### src/rtl/cdc_xfer_scheduler_pkg.sv
// cdc_xfer_scheduler_pkg
// Shared definitions for the source-side transfer scheduler and the
// destination-side receiver: FSM state encoding and the default hold length.
// No ports.
package cdc_xfer_scheduler_pkg;

   typedef enum logic [0:0] {
      IDLE = 1'b0,
      HOLD = 1'b1
   } xfer_state_e;

   // Default number of source cycles a word stays stable on the crossing path.
   localparam int unsigned DEFAULT_HOLD_CYCLES = 8;

endpackage

### src/rtl/cdc_xfer_scheduler_rr_arbiter.sv
// cdc_xfer_scheduler_rr_arbiter
// Combinational round-robin pick. Scans REQ starting at ptr+1 and wrapping
// modulo NUM_REQ; the first set bit wins.
// Ports:
//   req  - per-requester request
//   ptr  - index of the last winner (search starts one above it)
//   gnt  - one-hot winner (all zero when no request)
//   idx  - binary index of the winner (zero when no request)
module cdc_xfer_scheduler_rr_arbiter #(
   parameter int unsigned  NUM_REQ   = 4,
   localparam int unsigned PTR_WIDTH = $clog2(NUM_REQ)
) (
   input  logic [NUM_REQ-1:0]   req,
   input  logic [PTR_WIDTH-1:0] ptr,
   output logic [NUM_REQ-1:0]   gnt,
   output logic [PTR_WIDTH-1:0] idx
);

   logic                 found;
   logic [PTR_WIDTH-1:0] cand;

   always_comb begin
      gnt   = '0;
      idx   = '0;
      found = 1'b0;
      cand  = '0;
      // Offset NUM_REQ lands back on ptr itself, so the last winner has lowest priority.
      for (int unsigned k = 1; k <= NUM_REQ; k++) begin
         cand = PTR_WIDTH'((32'(ptr) + k) % NUM_REQ);
         if (!found && req[cand]) begin
            found     = 1'b1;
            gnt[cand] = 1'b1;
            idx       = cand;
         end
      end
   end

endmodule

### src/rtl/cdc_xfer_scheduler.sv
// cdc_xfer_scheduler
// Source-domain scheduler sharing one multi-bit CDC path among NUM_REQ
// requesters. A round-robin winner's word is captured and then held, along with
// its requester ID and a new-word toggle, for HOLD_CYCLES cycles so the
// destination double-flop stage only ever samples settled data.
// Ports:
//   CLK         - source clock, rising edge
//   RESET_N     - synchronous active-low reset
//   ENABLE      - 1 allows new grants
//   REQ         - per-requester level request
//   REQ_DATA    - requester i word at [i*DATA_WIDTH +: DATA_WIDTH]
//   GNT         - combinational one-hot grant; transfer when REQ[i] & GNT[i]
//   BUSY        - registered, high while a word is held
//   XFER_DATA   - registered word into the crossing stage
//   XFER_ID     - registered owner index of XFER_DATA
//   XFER_TOGGLE - registered, inverts on every captured word
module cdc_xfer_scheduler
   import cdc_xfer_scheduler_pkg::*;
#(
   parameter int unsigned NUM_REQ     = 4,
   parameter int unsigned DATA_WIDTH  = 32,
   parameter int unsigned ID_WIDTH    = 2,
   parameter int unsigned HOLD_CYCLES = DEFAULT_HOLD_CYCLES
) (
   input  logic                          CLK,
   input  logic                          RESET_N,
   input  logic                          ENABLE,
   input  logic [NUM_REQ-1:0]            REQ,
   input  logic [NUM_REQ*DATA_WIDTH-1:0] REQ_DATA,
   output logic [NUM_REQ-1:0]            GNT,
   output logic                          BUSY,
   output logic [DATA_WIDTH-1:0]         XFER_DATA,
   output logic [ID_WIDTH-1:0]           XFER_ID,
   output logic                          XFER_TOGGLE
);

   localparam int unsigned PTR_WIDTH = $clog2(NUM_REQ);
   localparam int unsigned CNT_WIDTH = $clog2(HOLD_CYCLES + 1);

   xfer_state_e           state_q, state_d;
   logic [CNT_WIDTH-1:0]  cnt_q, cnt_d;
   logic [PTR_WIDTH-1:0]  ptr_q, ptr_d;
   logic                  busy_q, busy_d;
   logic [DATA_WIDTH-1:0] data_q, data_d;
   logic [ID_WIDTH-1:0]   id_q, id_d;
   logic                  tog_q, tog_d;

   logic [NUM_REQ-1:0]    arb_gnt;
   logic [PTR_WIDTH-1:0]  arb_idx;
   logic [NUM_REQ-1:0]    gnt_int;

   cdc_xfer_scheduler_rr_arbiter #(
      .NUM_REQ (NUM_REQ)
   ) u_rr_arbiter (
      .req (REQ),
      .ptr (ptr_q),
      .gnt (arb_gnt),
      .idx (arb_idx)
   );

   always_comb begin
      state_d = state_q;
      cnt_d   = cnt_q;
      ptr_d   = ptr_q;
      busy_d  = busy_q;
      data_d  = data_q;
      id_d    = id_q;
      tog_d   = tog_q;
      gnt_int = '0;
      unique case (state_q)
         IDLE: begin
            if (ENABLE) begin
               gnt_int = arb_gnt;
               // Grant is derived from REQ, so a dropped REQ simply yields no transfer.
               if (|(REQ & arb_gnt)) begin
                  state_d = HOLD;
                  cnt_d   = CNT_WIDTH'(HOLD_CYCLES - 1);
                  busy_d  = 1'b1;
                  data_d  = REQ_DATA[32'(arb_idx) * DATA_WIDTH +: DATA_WIDTH];
                  id_d    = ID_WIDTH'(arb_idx);
                  tog_d   = ~tog_q;
                  ptr_d   = arb_idx;
               end
            end
         end
         HOLD: begin
            if (cnt_q == '0) begin
               state_d = IDLE;
               busy_d  = 1'b0;
            end else begin
               cnt_d = cnt_q - CNT_WIDTH'(1);
            end
         end
         default: state_d = IDLE;
      endcase
   end

   // Reset is synchronous, so the grant must be masked explicitly while it is held.
   assign GNT         = RESET_N ? gnt_int : '0;
   assign BUSY        = busy_q;
   assign XFER_DATA   = data_q;
   assign XFER_ID     = id_q;
   assign XFER_TOGGLE = tog_q;

   always_ff @(posedge CLK) begin
      if (!RESET_N) begin
         state_q <= IDLE;
         cnt_q   <= '0;
         ptr_q   <= PTR_WIDTH'(NUM_REQ - 1);
         busy_q  <= 1'b0;
         data_q  <= '0;
         id_q    <= '0;
         tog_q   <= 1'b0;
      end else begin
         state_q <= state_d;
         cnt_q   <= cnt_d;
         ptr_q   <= ptr_d;
         busy_q  <= busy_d;
         data_q  <= data_d;
         id_q    <= id_d;
         tog_q   <= tog_d;
      end
   end

endmodule

### config.mk
export PLATFORM = sky130hd
export DESIGN_NAME = cdc_xfer_scheduler
export DESIGN_NICKNAME = d
export VERILOG_FILES = /design/src/rtl/cdc_xfer_scheduler_pkg.sv /design/src/rtl/cdc_xfer_scheduler_rr_arbiter.sv /design/src/rtl/cdc_xfer_scheduler.sv
export SDC_FILE = /design/constraint.sdc
export NUM_CORES = 1
export LEC_CHECK = 0
export CAP_MARGIN = 20
export CORE_ASPECT_RATIO = 0.75
export CORE_UTILIZATION = 49
export CTS_CLUSTER_DIAMETER = 120
export DETAILED_ROUTE_END_ITERATION = 6
export PLACE_DENSITY = 0.83
export SLEW_MARGIN = 20
export SYNTH_ARGS = -nofsm -noshare
export SYNTH_HDL_FRONTEND = slang
export SYNTH_SLANG_ARGS = --single-unit
### constraint.sdc
create_clock -name CLK -period 6.05 [get_ports CLK]
set_input_delay 1.815 -clock CLK [delete_from_list [all_inputs] [get_ports CLK]]
set_output_delay 1.815 -clock CLK [all_outputs]
set_load 0.03 [all_outputs]
==> summary.md <==
### Power and ir drop
- 0.068 — clock network fraction of total power
- 0.115 — Sequential Power Share
- 571.5 nW/µm² — power per cell area
- 0.817 — combinational cell fraction of total power
- 0.5552 — proportion of total power due to net switching
- 261.6 µV — maximum vdd drop
- 1.949 mW — Internal Dissipation
- 2.824 nW — leakage
- 4.382 mW — Design Power
- 2.433 mW — Psw

### Cells and area
- 991 — count of fill cells added during filler insertion
- sky130_fd_sc_hd__clkdlybuf4s50_1 — most common cell after layout, fill and taps aside
- sky130_fd_sc_hd__clkdlybuf4s50_1 (169), sky130_fd_sc_hd__a211oi_1 (97), sky130_fd_sc_hd__nor2_1 (66) — highest-count cells in the layout ignoring fill and taps
- 31.05% — area growth from synthesis to final layout
- 0.1452 — share of cells above drive strength 1
- 991 — Final nets
- 0 — number of antenna repair diodes

### Clock tree
- 0 — Post-CTS Setup Repair Bufs
- 2 — buffer depth of the longest clock path
- 0.06 ns — clock edge transition at the registers on the reported setup and hold paths
- done — TritonCTS clock tree
- 2 — count of H-tree levels built during CTS
- 0 — PostCTS Resize Cnt
- 5 — Inserted Clock Buffers
- 43 — # clock sinks
- sky130_fd_sc_hd__clkbuf_16 — cell chosen for the clock root
- 0.29 ns — Worst-Skew Late Latency
- 0 — cts-stage hold buffer count

### Logic synthesis
- 0 — yosys synthesis warning count
- 43 — register bit count reported by yosys
- sky130_fd_sc_hd__dfxtp_1 — primary flip-flop cell chosen by synthesis mapping
- compound AO/OA/AOI/OAI gates — dominant combinational cell family by area after synthesis
- 0.08961 — mux contribution to synthesized area
- 0.1343 — simple-gate portion of the synthesized area
- 0 — Post-synth EDFFs
- 0.4919 — Compound-Gate Fraction of Synth Area
- 7.822 µm² — per-instance average area after synthesis
- 0 — Async SR Flop Fraction
- 0.1471 — share of the yosys chip area belonging to registers
- 48 — number of unique standard cell types used by synthesis
- 5851 µm² — post-synthesis cell area
- 0.002994 — xor-xnor portion of the synthesized cell area
- 893 — nets in the synthesized netlist
- 0.02139 — Adder-Cell Fraction of Synth Area
- 748 — number of instances in the synthesized netlist

### Detailed routing
- 0 — post-detailed-route count of antenna-violating nets
- 0 — DRC violation count after routing
- 6.735 — detailed-route vias per instance
- 580 — number of DRC markers after the initial detailed-route iteration
- 20.03 µm — wire per inst
- 7 — detailed-router iteration count before antenna repair
- 6,796 — via total after detailed routing
- 20,210 µm — wire length after detailed routing

### Timing
- 0.9315 ns — Slew @ Worst Pin
- 0.3790 — relative slew slack
- 0.009005 ns — Worst Skew
- 0.1778 GHz — f_max
- 5.625 ns — final critical-path required period
- 0.9297 — post-route fraction of the period consumed by the critical path
- 0 — number of setup violations in the final report
- 0 — number of max-slew violations in the final report
- 0 — total count of hold-check failures in the final report
- 0 ns — Sum Neg Setup Slack
- no — unrepaired setup endpoints after global routing

### Setup path
- clkdlybuf4s50_1 -> mux4_2 -> inv_1 -> nand3_1 -> o211ai_1 -> a21oi_1 -> buf_4 — sequence of cells on the critical path
- output port — category of the worst setup path capture point
- 10 — highest net fanout along the worst path
- primary input to output port — kind of critical path
- 3.81 ns — CP arrival
- primary input — crit path launch type
- buffers and inverters — cell class contributing the biggest share of worst-path delay
- 3 — buffers plus inverters on the worst setup path
- 0.66 ns — delay of the slowest cell on the worst path
- sky130_fd_sc_hd__mux4_2 — Critical Path Slowest Stage Cell
- 4.24 ns — data required time of the worst path

### Run status
- completed — status

### GRT
- 31,890 µm — wire length of the first global-routing pass
- 82 — maximum number of pins on one net before global-route repair
- 1 — antenna violations before repair
- 0 — grt total ovfl
- 0.3168 — GRT Total Usage
- 6,255 — number of global-route vias before repair

### Placement
- 13,380 µm — detailed placer's ending HPWL
- 0.8691 — Placer Congestion
- 174 — total of buffers placed on input and output ports

### Die
- 11,610 µm² — Placeable Area
- 0.5038 — starting density of the core
- 96.63 µm — Die H
- 12,390 µm² — die outline area
- 34 — total number of placement rows
- 175 — I/O Pins
- 128.2 µm — Die W

### Run
- 0 — number of maximum-capacitance violations

### Min path
- flip-flop to flip-flop — Hold WC Path Type

[cell usage after synthesis (2+ instances only)]
cell                       instances  share of area
sky130_fd_sc_hd__nor3b_1           2         0.0026
sky130_fd_sc_hd__mux4_2            3          0.012
sky130_fd_sc_hd__mux2i_1          40          0.068
sky130_fd_sc_hd__clkbuf_1         70          0.045
sky130_fd_sc_hd__buf_2            17          0.015
sky130_fd_sc_hd__o21a_1            3         0.0038
sky130_fd_sc_hd__a21oi_1           8         0.0068
sky130_fd_sc_hd__dfxtp_1          43           0.15
sky130_fd_sc_hd__nand3_1           4         0.0034
sky130_fd_sc_hd__nand2_1          58          0.037
sky130_fd_sc_hd__nor2_1           66          0.042
sky130_fd_sc_hd__nand2b_1         36          0.038
sky130_fd_sc_hd__o221ai_2         16          0.041
sky130_fd_sc_hd__o21ai_0           4         0.0034
sky130_fd_sc_hd__buf_6            11          0.021
sky130_fd_sc_hd__o32ai_1          32          0.048
sky130_fd_sc_hd__o211ai_1          5         0.0064
sky130_fd_sc_hd__nand3b_1          2         0.0026
sky130_fd_sc_hd__xnor2_1           2         0.0030
sky130_fd_sc_hd__mux2_2            5         0.0096
sky130_fd_sc_hd__ha_1             10          0.021
sky130_fd_sc_hd__a21boi_0          2         0.0026
sky130_fd_sc_hd__o221ai_1         16          0.024
sky130_fd_sc_hd__a31o_2           32          0.048
sky130_fd_sc_hd__a22oi_1           3         0.0038
sky130_fd_sc_hd__inv_1            38          0.024
sky130_fd_sc_hd__nor3_1            2         0.0017
sky130_fd_sc_hd__a31oi_1           3         0.0032
sky130_fd_sc_hd__buf_4             5         0.0064
sky130_fd_sc_hd__a211oi_1         97           0.12
sky130_fd_sc_hd__buf_1             2         0.0013
sky130_fd_sc_hd__a21o_1           32          0.041
sky130_fd_sc_hd__a221oi_2         18          0.046
sky130_fd_sc_hd__a221oi_1         47          0.070
[layout make-up]
| cell class | count | area, µm² | area share |
|---|---|---|---|
| multi-input combinational | 562 | 4369 | 0.5698 |
| timing repair buffer | 196 | 1924 | 0.2510 |
| sequential | 43 | 864.6 | 0.1128 |
| tap | 162 | 202.7 | 0.02644 |
| clock buffer | 6 | 150.1 | 0.01958 |
| inverter | 38 | 142.6 | 0.01860 |
| clock inverter | 2 | 13.76 | 0.001795 |
[power by group through the flow]
stage	registers [mW]	logic, mW	clock network, mW
finish	0.502	3.58	0.298
global route	0.513	3.84	0.311
CTS	0.496	3.52	0.300
detailed placement	0.501	3.52	0
global placement	0.495	3.40	0
floorplan	0.531	2.74	0
[registers in the layout (all words and copies together), names as in the netlist]
register and cells:
XFER_TOGGLE 1, cnt_q 4, state_q 1, ptr_q 2, XFER_DATA 32, XFER_ID 2
BUSY 1
[metrics by stage]
step | worst slack, ns | cell area [µm²] | hold WS, ns | instances | util
2_1_floorplan | 0.4907 | 5851 | 0.5063 | 748 | -
3_3_place_gp | 0.4659 | 7476 | 0.4439 | 1000 | 0.6437
3_5_place_dp | 0.4655 | 7476 | 0.4631 | 1000 | 0.6437
4_1_cts | 0.4502 | 7640 | 0.4719 | 1008 | 0.6578
5_1_grt | 0.3232 | 7667 | 0.4816 | 1009 | 0.6602
6_report | 0.4251 | 7667 | 0.4671 | 1009 | 0.6602
[worst min-delay path, stage by stage (launching register included)]
cell,delay [ns]
sky130_fd_sc_hd__dfxtp_1,0.31
sky130_fd_sc_hd__nand2_1,0.05
sky130_fd_sc_hd__mux2i_1,0.06
[final timing paths]
path                                 from                         end  slack [ns]  cells past startpoint
setup / recovery                   REQ[1]                      GNT[1]        0.43                      7
hold reg to reg   XFER_ID[0]$_SDFFE_PN0P_     XFER_ID[0]$_SDFFE_PN0P_        0.47                      2
setup reg to reg    ptr_q[1]$_SDFFE_PN1P_  XFER_DATA[26]$_SDFFE_PN0P_        1.53                     10
hold / removal    XFER_ID[0]$_SDFFE_PN0P_     XFER_ID[0]$_SDFFE_PN0P_        0.47                      2
[cells by family (layout without fill, tap and decap cells)]
| kind of cell | after synthesis | count (layout) |
|---|---|---|
| AO/OA/AOI/OAI | 328 | 328 |
| XOR/XNOR | 2 | 2 |
| adder cells (fa/ha/maj) | 10 | 10 |
| buffers and inverters | 143 | 242 |
| flip-flops | 43 | 43 |
| multiplexers | 48 | 48 |
| AND/OR/NAND/NOR | 174 | 174 |
[routing by layer]
layer / global-route usage / part of all wire
met2: 0.5004 / 0.46
met3: 0.05642 / 0.085
met1: 0.4451 / 0.45
met4: 0.07421 / 0.012
met5: 0 / 0.00064
No activity file was read; power rests on OpenSTA's default activity.
